[src/rtl/pm_line_cache.sv]
// Direct-mapped instruction line cache between the core fetch port and slow program memory.
// Optional feature macro: PM_CACHE_STATS_EN adds saturating hit_count / miss_count outputs.
module pm_line_cache #(
  parameter int ADDR_W     = 8,
  parameter int DATA_W     = 8,
  parameter int LINE_WORDS = 4,
  parameter int NUM_LINES  = 4
) (
  input  logic              clk,
  input  logic              reset,
  input  logic [ADDR_W-1:0] pm_address,
  output logic [DATA_W-1:0] pm_data,
  output logic              hold,
  output logic              start_hold,
  output logic              end_hold,
  output logic [2:0]        hold_count,
  output logic [ADDR_W-1:0] mem_addr,
  output logic              mem_rd,
  input  logic [DATA_W-1:0] mem_data,
  input  logic              mem_valid
`ifdef PM_CACHE_STATS_EN
  ,
  output logic [15:0]       hit_count,
  output logic [15:0]       miss_count
`endif
);

  localparam int OFF_W    = $clog2(LINE_WORDS);
  localparam int IDX_BITS = $clog2(NUM_LINES);
  localparam int IDX_W    = (IDX_BITS == 0) ? 1 : IDX_BITS;
  localparam int TAG_W    = ADDR_W - OFF_W - IDX_BITS;
  localparam logic [OFF_W-1:0] LAST_OFF = OFF_W'(LINE_WORDS - 1);

  typedef enum logic {IDLE, FILL} state_t;
  state_t state, state_next;

  logic [NUM_LINES-1:0] valid;
  logic [TAG_W-1:0]     tags  [NUM_LINES];
  logic [DATA_W-1:0]    words [NUM_LINES][LINE_WORDS];

  function automatic logic [IDX_W-1:0] line_index(input logic [ADDR_W-1:0] a);
    return IDX_W'((a >> OFF_W) & ADDR_W'(NUM_LINES - 1));
  endfunction

  function automatic logic [TAG_W-1:0] line_tag(input logic [ADDR_W-1:0] a);
    return TAG_W'(a >> (OFF_W + IDX_BITS));
  endfunction

  logic [IDX_W-1:0] index, fill_index;
  logic [TAG_W-1:0] tag, fill_tag;
  logic [OFF_W-1:0] offset, fill_off;
  logic             hit, fill_beat, last_beat;

  assign index  = line_index(pm_address);
  assign tag    = line_tag(pm_address);
  assign offset = pm_address[OFF_W-1:0];

  // The fill position lives entirely in mem_addr: the base is line-aligned, so its low bits are the word.
  assign fill_index = line_index(mem_addr);
  assign fill_tag   = line_tag(mem_addr);
  assign fill_off   = mem_addr[OFF_W-1:0];

  assign hit       = (state == IDLE) && valid[index] && (tags[index] == tag);
  assign pm_data   = hit ? words[index][offset] : '0;
  assign fill_beat = (state == FILL) && mem_valid;
  assign last_beat = fill_beat && (fill_off == LAST_OFF);

  always_comb begin
    state_next = state;
    hold       = 1'b0;
    start_hold = 1'b0;
    end_hold   = 1'b0;
    if (reset) begin
      case (state)
        IDLE: begin
          if (!hit) begin
            hold       = 1'b1;
            start_hold = 1'b1;
            state_next = FILL;
          end
        end
        FILL: begin
          hold = 1'b1;
          if (last_beat) begin
            end_hold   = 1'b1;
            state_next = IDLE;
          end
        end
        default: state_next = IDLE;
      endcase
    end
  end

  always_ff @(posedge clk) begin
    if (!reset) state <= IDLE;
    else        state <= state_next;
  end

  // The victim line is invalidated at fill start so a half-written line can never hit.
  always_ff @(posedge clk) begin
    if (!reset) begin
      valid      <= '0;
      mem_rd     <= 1'b0;
      mem_addr   <= '0;
      hold_count <= '0;
    end else if (start_hold) begin
      valid[index] <= 1'b0;
      mem_rd       <= 1'b1;
      mem_addr     <= {pm_address[ADDR_W-1:OFF_W], {OFF_W{1'b0}}};
      hold_count   <= '0;
    end else if (fill_beat) begin
      mem_addr <= mem_addr + ADDR_W'(1);
      if (last_beat) begin
        valid[fill_index] <= 1'b1;
        mem_rd            <= 1'b0;
        hold_count        <= '0;
      end else if (hold_count != 3'd7) begin
        hold_count <= hold_count + 3'd1;
      end
    end
  end

  always_ff @(posedge clk) begin
    if (reset && fill_beat) begin
      words[fill_index][fill_off] <= mem_data;
      if (last_beat) tags[fill_index] <= fill_tag;
    end
  end

`ifdef PM_CACHE_STATS_EN
  always_ff @(posedge clk) begin
    if (!reset) begin
      hit_count  <= '0;
      miss_count <= '0;
    end else begin
      if (hit && hit_count != 16'hFFFF)         hit_count  <= hit_count + 16'd1;
      if (start_hold && miss_count != 16'hFFFF) miss_count <= miss_count + 16'd1;
    end
  end
`endif

endmodule

[config.mk]
export PLATFORM = sky130hd
export DESIGN_NAME = pm_line_cache
export DESIGN_NICKNAME = d
export VERILOG_FILES = /design/src/rtl/pm_line_cache.sv
export SDC_FILE = /design/constraint.sdc
export NUM_CORES = 1
export LEC_CHECK = 0
export BUFFER_PORTS_ARGS = -buffer_cell sky130_fd_sc_hd__buf_2
export CELL_PAD_IN_SITES_DETAIL_PLACEMENT = 1
export CELL_PAD_IN_SITES_GLOBAL_PLACEMENT = 2
export CORE_ASPECT_RATIO = 0.75
export CORE_UTILIZATION = 46
export DETAILED_ROUTE_END_ITERATION = 16
export PLACE_DENSITY = 0.86
export SETUP_SLACK_MARGIN = 0.3
export SYNTH_ARGS = -nofsm -noshare
export SYNTH_HDL_FRONTEND = slang
export SYNTH_SLANG_ARGS = --single-unit
export TNS_END_PERCENT = 50
[constraint.sdc]
create_clock -name clk -period 2.4 [get_ports clk]
set_clock_uncertainty 0.1 [all_clocks]
set_input_delay 0 -clock clk [delete_from_list [all_inputs] [get_ports clk]]
set_output_delay 0 -clock clk [all_outputs]
set_load 0.02 [all_outputs]
==> flow_summary_export.csv, run 1 <==
group,metric,value,unit
cts,clk_pin_slew,60,ps
sta,fin_crit,2392,ps
critical_path,crit_fanout,7,
placement,dp_slack,280.9,ps
finish,drive_gt1_share,32.29,%
critical_path,critPathArrivalTime,2290,ps
yosys,synthFlopType,"edfxtp_1",
sta,slew_violations,0,
yosys,yosysSeqAreaShare,70.15,%
floorplan,io_pins,42,
yosys,postSynthAreaPerCell,19.00,um^2
power_and_ir_drop,pwr-share-seq,49.9,%
sta,slew_headroom,64.95,%
finish,multi_input_area,0.001928,mm^2
drt,via_count,3662,
placement,portBuffers,41,
finish,num-fill-cells,1247,
yosys,synth_edf_count,144,
grt,grt_first_pass_wirelength,23.85,mm
sta,setup_viol,0,
drt,ant_nets,0,
yosys,yosys_warnings,0,
cts,cts_max_level,4,
drt,wl_per_cell,25.61,um
floorplan,core.rowCount,37,
finish,diodes,0,
cts,cts_buffers,17,
finish,final_cell_mix,"edfxtp_1, buf_2, buf_4",
floorplan,die_x,140.8,um
power_and_ir_drop,p_sw,1.259,mW
yosys,synth_seq_cells,161,
cts,clock-root-buffer,"clkbuf_16",
floorplan,die_area,0.01494,mm^2
job,cap_violations,0,
placement,dpl_cell_area,0.007134,mm^2
grt,antenna_found_initial,0,
yosys,syn_area,0.006649,mm^2
drt,dr.pass1.iters,5,
placement,place_congestion,0.7534,
yosys,async_flop_share,0,%
sta,fmax,0.4180,GHz
cts,clock_latency,420,ps
drt,initialDrtViolationCount,299,
critical_path,critical_path_class,"reg2out",
drt,wirelength,15.98,mm
power_and_ir_drop,p_leak,2.876,nW
sta,holdWs,83.17,ps
drt,avgViaCountPerCell,5.869,
yosys,synth_cell_types,41,
placement,dpl.hpwl,9.818,mm
finish,seqCellArea,0.004664,mm^2
sta,fin_setup_tns,0,ps
power_and_ir_drop,swShare,20.28,%
finish,fin_nets,461,
cts,clkSinkCount,161,
finish,fin_area,0.008094,mm^2
finish,final_cells,624,
power_and_ir_drop,p_total,6.205,mW
power_and_ir_drop,peakVddDrop,0.5861,mV
critical_path,cp-end-kind,"output pin",
grt,grt-ovfl-total,0,
floorplan,coreArea,0.01389,mm^2
sta,rsz0062_at_grt,"true",
power_and_ir_drop,clockPowerShare,44.4,%
placement,dp.cells,573,
finish,layout_commonest_cell,"edfxtp_1",
sta,worst_pin_slew,525.0,ps
finish,final_util,58.28,%
power_and_ir_drop,power.density,766.6,mW/mm^2
grt,grt_pass1_vias,3842,
cts,cts.path.max_buffers,2,
yosys,netlist_instances,350,
critical_path,start_kind,"flop",
sta,hold_viol_final,0,
floorplan,start_util,47.87,%
power_and_ir_drop,p_int,4.946,mW
sta,setup_slack,7.767,ps
sta,finalCritPeriodShare,99.68,%
critical_path,cp.required,2300,ps
drt,route.detailed.drc,0,
finish,area_delta_synth_final,21.73,%
grt,grt_max_degree,30,
cts,cts_tree,"done",
grt,gr-usage-all-layers,22.88,%
power_and_ir_drop,power.share.combinational,5.7,%
yosys,syn_nets,375,
floorplan,die_h,106.1,um
hold_path,hp-class,"in2reg",
run_status,outcome,"complete, no violations",
power groups by stage:
| stage | clock [mW] | sequential [mW] | combinational [mW] |
|---|---|---|---|
| 6_report | 2.76 | 3.10 | 0.353 |
| 5_1_grt | 2.90 | 3.10 | 0.375 |
| 4_1_cts | 2.79 | 3.09 | 0.343 |
| 3_5_place_dp | 0 | 3.15 | 0.306 |
| 3_3_place_gp | 0 | 3.15 | 0.294 |
| 2_1_floorplan | 0 | 3.16 | 0.187 |
cell families after synthesis:
family / after synthesis / share of synthesized area, %
multiplexers: 48 / 15.96
adder cells (fa/ha/maj): 6 / 1.129
XOR/XNOR: 12 / 1.694
flip-flops: 161 / 70.15
AND/OR/NAND/NOR: 73 / 5.570
buffers and inverters: 23 / 2.371
AO/OA/AOI/OAI: 27 / 3.124
path summary, 6_finish.rpt:
path	start	end	slack [ps]	depth (start not counted)
setup reg to reg	tags[0][2]	valid[1]	110	6
hold / removal	pm_address[2]	mem_addr[2]	80	4
setup / recovery	tags[0][2]	pm_data[4]	8	6
hold reg to reg	mem_rd	mem_rd	370	2
state kept, by name, summed over array words and instances, names as in the netlist:
| name | count |
|---|---|
| tags | 16 |
| valid | 4 |
| state | 1 |
| mem_rd | 1 |
| words | 128 |
| mem_addr | 8 |
| hold_count | 3 |
Yosys cell counts, types with 2 or more instances:
master	instances	area share, %
clkbuf_1	6	0.34
buf_4	3	0.34
nand2b_1	4	0.38
or3_1	3	0.28
a211oi_1	4	0.45
mux4_2	23	7.8
nand3_1	3	0.23
inv_1	5	0.28
mux2i_1	7	1.1
xor2_1	3	0.40
mux4_1	18	7.1
ha_1	6	1.1
edfxtp_1	144	65
and3_1	5	0.47
dfxtp_1	17	5.1
a31oi_1	2	0.19
buf_6	3	0.51
buf_12	2	0.60
a221oi_1	2	0.26
xnor2_1	8	1.1
o21ai_0	8	0.60
and4_1	2	0.26
buf_2	3	0.23
nor2_1	23	1.3
nor3_1	11	0.83
nand2_1	9	0.51
o211a_1	4	0.60
nor2b_1	3	0.28
and2_1	7	0.66
worst max-delay path, stage by stage (launching register included):
cell	delay (ps)
edfxtp_1	380
mux4_2	550
xnor2_4	250
o2111a_2	270
buf_6	140
and2_4	160
buf_6	110
final cells by class:
class	instances	area share, %
tap	175	2.705
multi-input combinational	166	23.82
clock buffer	19	5.349
sequential	161	57.63
timing repair buffer	85	8.193
clock inverter	13	2.071
inverter	5	0.2319
metal layers:
metal	global-route usage [%]	share of wire (%)	up-vias	wire length (um)
met2	35.79	48	107	7693
met4	7.453	1.9	0	300
met5	0	0	-	0
li1	-	-	1597	-
met3	5.225	5.1	24	819
met1	32.04	45	1934	7167
what timing repair did:
item | in CTS | in global routing
resized for setup | 28 | 16
hold buffers | 14 | 0
pin swaps | 2 | 6
setup buffers | 4 | 1
cloned | 0 | 0
setup endpoints to repair | 17 | 34
hold endpoints to repair | 143 | 0
(Power assumes the default switching activity.)
==> run 2: changes to the inputs <==
--- a/config.mk
+++ b/config.mk
@@ -5,10 +5,9 @@
 export SDC_FILE = /design/constraint.sdc
 export NUM_CORES = 1
 export LEC_CHECK = 0
-export BUFFER_PORTS_ARGS = -buffer_cell sky130_fd_sc_hd__buf_2
+export BUFFER_PORTS_ARGS = -buffer_cell sky130_fd_sc_hd__clkbuf_2
 export CELL_PAD_IN_SITES_DETAIL_PLACEMENT = 1
 export CELL_PAD_IN_SITES_GLOBAL_PLACEMENT = 2
-export CORE_ASPECT_RATIO = 0.75
 export CORE_UTILIZATION = 46
 export DETAILED_ROUTE_END_ITERATION = 16
 export PLACE_DENSITY = 0.86
==> flow_summary_export.csv, run 2 (synthesized netlist as in run 1, its figures left out) <==
group,metric,value,unit
sta,fmax,0.4274,GHz
finish,area_delta_synth_final,21.89,%
grt,gr-usage-all-layers,21.28,%
floorplan,die_area,0.01494,mm^2
grt,grt_max_degree,33,
critical_path,cp-end-kind,"output pin",
critical_path,cp.required,2300,ps
floorplan,start_util,47.53,%
grt,grt_pass1_vias,3735,
cts,clkSinkCount,161,
floorplan,coreArea,0.01399,mm^2
floorplan,die_x,122.2,um
sta,setup_slack,60.39,ps
finish,diodes,0,
sta,worst_pin_slew,489.6,ps
cts,cts_buffers,17,
critical_path,cp-endpoint,"pm_data[1]",
drt,route.detailed.drc,0,
finish,drive_gt1_share,32.22,%
finish,num-fill-cells,1280,
placement,place_congestion,0.7346,
grt,antenna_found_initial,0,
floorplan,io_pins,42,
drt,wirelength,15.08,mm
sta,finalCritPeriodShare,97.48,%
drt,avgViaCountPerCell,5.711,
critical_path,start_kind,"flop",
finish,fin_nets,462,
sta,rsz0062_at_grt,"true",
run_status,outcome,"complete, no violations",
sta,setup_viol,0,
cts,cts_max_level,4,
cts,cts.path.max_buffers,2,
placement,dpl.hpwl,9.345,mm
placement,dp_slack,233.1,ps
drt,initialDrtViolationCount,293,
floorplan,die_h,122.2,um
placement,dp.cells,575,
drt,wl_per_cell,23.94,um
power_and_ir_drop,p_leak,2.867,nW
critical_path,critPathArrivalTime,2240,ps
critical_path,reg2reg_depth,6,
finish,final_cells,630,
grt,grt-ovfl-total,0,
critical_path,critical_path_class,"reg2out",
sta,fin_crit,2340,ps
sta,slew_violations,0,
power_and_ir_drop,peakVddDrop,0.4369,mV
critical_path,crit_fanout,6,
finish,regMostFlops,"words",
cts,clk_pin_slew,60,ps
cts,clock_latency,420,ps
finish,final_cell_mix,"edfxtp_1, clkbuf_2, buf_4",
placement,portBuffers,41,
critical_path,timing.rr.end,"valid[1]",
job,cap_violations,0,
cts,clock-root-buffer,"clkbuf_16",
drt,ant_nets,0,
drt,dr.pass1.iters,4,
floorplan,core.rowCount,43,
critical_path,crit_path_start,"tags[3][2]",
finish,largest_reg_flops,128,
sta,slew_headroom,67.36,%
finish,largestRegisters,"words (128), tags (16), mem_addr (8)",
cts,cts_tree,"done",
grt,grt_first_pass_wirelength,22.23,mm
critical_path,r2r_start,"tags[3][2]",
drt,via_count,3598,
sta,hold_viol_final,0,
finish,layout_commonest_cell,"edfxtp_1",
critical_path,reg2reg_slack,160,ps
hold_path,hp-class,"in2reg",
power_and_ir_drop,power.density,754.3,mW/mm^2
## run 2: cell types whose count changed in the layout (fill, tap and decap cells not counted), moves of 2 or more
| cell | previous run | this run |
|---|---|---|
| buf_6 | 10 | 3 |
| clkinvlp_4 | 1 | 3 |
| buf_8 | 1 | 5 |
| dlygate4sd3_1 | 14 | 16 |
| clkbuf_1 | 2 | 0 |
| inv_6 | 0 | 4 |
| buf_2 | 32 | 0 |
| clkinv_1 | 3 | 1 |
| clkbuf_2 | 0 | 32 |
| bufinv_16 | 4 | 2 |
## run 2: how the worst min path moves through the flow
stage	start	end	slack (ps)	cells after the start
after global routing	pm_address[2]	valid[2]	50	3
final	pm_address[2]	valid[2]	10	3
after CTS	pm_address[2]	valid[2]	20	3
after floorplan	mem_data[0]	words[0][0]	-1	0
after detailed placement	mem_valid	mem_addr[0]	260	3
after global placement	mem_valid	mem_addr[0]	230	3
## run 2: through the flow
| stage | utilization [%] | TNS, ps | hold WS (ps) | instance area, um^2 | total power, mW |
|---|---|---|---|---|---|
| 2_1_floorplan | - | 0 | -1.131 | 6649 | 3.344 |
| 3_3_place_gp | 50.98 | 0 | 233.8 | 7131 | 3.445 |
| 3_5_place_dp | 50.98 | 0 | 257.6 | 7131 | 3.458 |
| 4_1_cts | 57.09 | 0 | 17.99 | 7986 | 6.119 |
| 5_1_grt | 57.93 | -52.91 | 46.14 | 8104 | 6.256 |
| 6_report | 57.93 | 0 | 11.37 | 8104 | 6.113 |
## run 2: metal layers
layer	vias to the layer above	share of wire [%]	GRT usage [%]
li1	1601	-	-
met1	1896	44	29.57
met2	88	50	33.32
met3	13	5.0	4.275
met4	0	1.0	8.079
met5	-	0	0
## run 2: layout make-up
type	instances	area (um^2)	share of cell area [%]
multi-input combinational	166	1916	23.64
clock inverter	15	156.4	1.930
clock buffer	17	425.4	5.249
inverter	5	18.77	0.2316
tap	180	225.2	2.779
sequential	161	4664	57.56
timing repair buffer	86	698.2	8.615
## run 2: where the power goes
part,internal [mW],total (mW),switching (mW)
Combinational,0.158,0.351,0.193
Clock,1.54,2.67,1.13
Sequential,3.07,3.09,0.0220
Total,4.77,6.11,1.34
## run 2: worst max-delay path, cell delays in order, from the launching register on
cell	delay, ps
edfxtp_1	370
mux4_2	550
xnor2_4	200
o2111a_2	260
buf_6	140
and2_1	140
clkbuf_8	140
## run 2: timing repair
item	4_1_cts	5_1_grt
buffers inserted	2	5
resized for setup	23	22
pin swaps	3	4
hold buffers	16	0
endpoints found under the hold margin	143	0
setup endpoints to repair	15	33
==> run 3: changes to the inputs <==
==> constraint.sdc (replaced) <==
create_clock -name clk -period 2.5 [get_ports clk]
set_clock_uncertainty 0.1 [all_clocks]
set_input_delay 0 -clock clk [delete_from_list [all_inputs] [get_ports clk]]
set_output_delay 0 -clock clk [all_outputs]
set_load 0.02 [all_outputs]
==> flow_summary_export.csv, run 3 (synthesized netlist as in run 1, its figures left out) <==
group,metric,value,unit
cts,cts.path.max_buffers,2,
finish,layout_commonest_cell,"edfxtp_1",
floorplan,die_x,122.2,um
placement,dp.cells,576,
critical_path,critPathArrivalTime,2250,ps
finish,final_cells,627,
power_and_ir_drop,p_total,6.006,mW
finish,regMostFlops,"words",
finish,drive_gt1_share,29.98,%
sta,setup_viol,0,
cts,clkSinkCount,161,
drt,avgViaCountPerCell,5.734,
placement,dpl.hpwl,9.200,mm
sta,fin_crit,2351,ps
critical_path,worstPathCellList,"mux4_2 > xnor2_4 > o2111ai_4 > a211oi_2 > clkbuf_2",
grt,busiest_layer,"met2",
drt,wl_per_cell,23.98,um
grt,grt_use_met2,33.08,%
grt,antenna_found_initial,0,
hold_path,hp-class,"in2reg",
sta,slew_headroom,60.90,%
grt,grt-ovfl-total,0,
grt,grt_pass1_vias,3850,
floorplan,die_h,122.2,um
cts,clock-root-buffer,"clkbuf_16",
critical_path,cp-end-kind,"output pin",
cts,clk_pin_slew,60,ps
placement,portBuffers,41,
placement,place_congestion,0.7400,
critical_path,slowest_stage,"mux4_2",
floorplan,coreArea,0.01399,mm^2
drt,dr.pass1.iters,4,
sta,slew_violations,0,
job,cap_violations,0,
drt,route.detailed.drc,0,
grt,grt_max_degree,33,
run_status,outcome,"complete, no violations",
sta,setup_slack,148.7,ps
drt,ant_nets,0,
finish,fin_area,0.008056,mm^2
critical_path,start_kind,"flop",
finish,largest_reg_flops,128,
sta,hold_viol_final,0,
critical_path,crit_family,"multiplexers",
floorplan,core.rowCount,43,
grt,gr-usage-all-layers,22.28,%
drt,initialDrtViolationCount,330,
drt,via_count,3595,
finish,fin_nets,459,
finish,final_cell_mix,"edfxtp_1, clkbuf_2, buf_4",
power_and_ir_drop,p_leak,2.854,nW
critical_path,crit_fanout,4,
critical_path,slowest_delay,540,ps
grt,grt_first_pass_wirelength,23.03,mm
cts,cts_buffers,17,
cts,cts_max_level,4,
sta,fmax,0.4253,GHz
critical_path,crit_buf_inv,1,
placement,dpl_cell_area,0.007126,mm^2
floorplan,start_util,47.53,%
drt,wirelength,15.03,mm
power_and_ir_drop,peakVddDrop,0.5340,mV
sta,worst_pin_slew,585.7,ps
cts,clock_latency,430,ps
finish,largestRegisters,"words (128), tags (16), mem_addr (8)",
placement,dp_slack,354.9,ps
sta,rsz0062_at_grt,"true",
floorplan,io_pins,42,
power_and_ir_drop,power.density,745.5,mW/mm^2
grt,use_met3,6.134,%
cts,cts_tree,"done",
critical_path,critical_path_class,"reg2out",
critical_path,cp.required,2400,ps
floorplan,die_area,0.01494,mm^2
finish,diodes,0,
finish,area_delta_synth_final,21.17,%
grt,met1_usage,31.01,%
sta,fin_setup_tns,0,ps
sta,finalCritPeriodShare,94.05,%
-- run 3: cell count changes in the layout (fill, tap and decap cells not counted), moves of 2 or more --
cell,delta
nor2_1,+3
clkbuf_2,+2
nor2_2,-3
inv_6,-2
bufinv_16,+2
buf_12,-2
clkinv_1,+2
clkinvlp_4,-2
-- run 3: power by group --
part	switching, mW	internal, mW
Sequential	0.0240	2.95
Clock	1.04	1.67
Combinational	0.181	0.142
-- run 3: cell type report --
| class | instances | area [um^2] |
|---|---|---|
| clock buffer | 18 | 429.2 |
| fill | 1286 | 5932 |
| multi-input combinational | 166 | 1897 |
| clock inverter | 14 | 186.4 |
| inverter | 5 | 18.77 |
| tap | 180 | 225.2 |
| timing repair buffer | 83 | 635.6 |
| sequential | 161 | 4664 |
-- run 3: per-layer routing --
metal	up-vias	wire, um
met1	1866	6396
met4	0	268
li1	1601	-
met3	17	937
met2	111	7430
met5	-	0
-- run 3: final timing paths --
check                                   start    endpoint  slack (ps)  depth (start not counted)
worst max-delay path               tags[3][2]  pm_data[2]         150                          5
worst min-delay path            pm_address[2]    valid[1]          40                          3
worst min register to register         mem_rd      mem_rd         370                          2
worst max register to register     tags[3][2]    valid[1]         250                          6
-- run 3: stage by stage --
stage / util, % / hold WS, ps
after global routing: 57.59 / 70.02
after CTS: 57.22 / 13.99
final: 57.59 / 39.90
after detailed placement: 50.94 / 242.9
after floorplan: - / -1.131
after global placement: 50.94 / 235.6
-- run 3: worst min-delay path, delay by kind of cell --
family	cells	cell delay [ps]
compound gates	2	320
buf+inv	1	200
-- run 3: what timing repair did --
action / 4_1_cts / 5_1_grt
hold buffers: 16 / 0
pin swaps: 3 / 0
hold endpoints to repair: 143 / 0
setup endpoints to repair: 10 / 17
gates resized for setup: 20 / 15
buffers inserted: 2 / 1
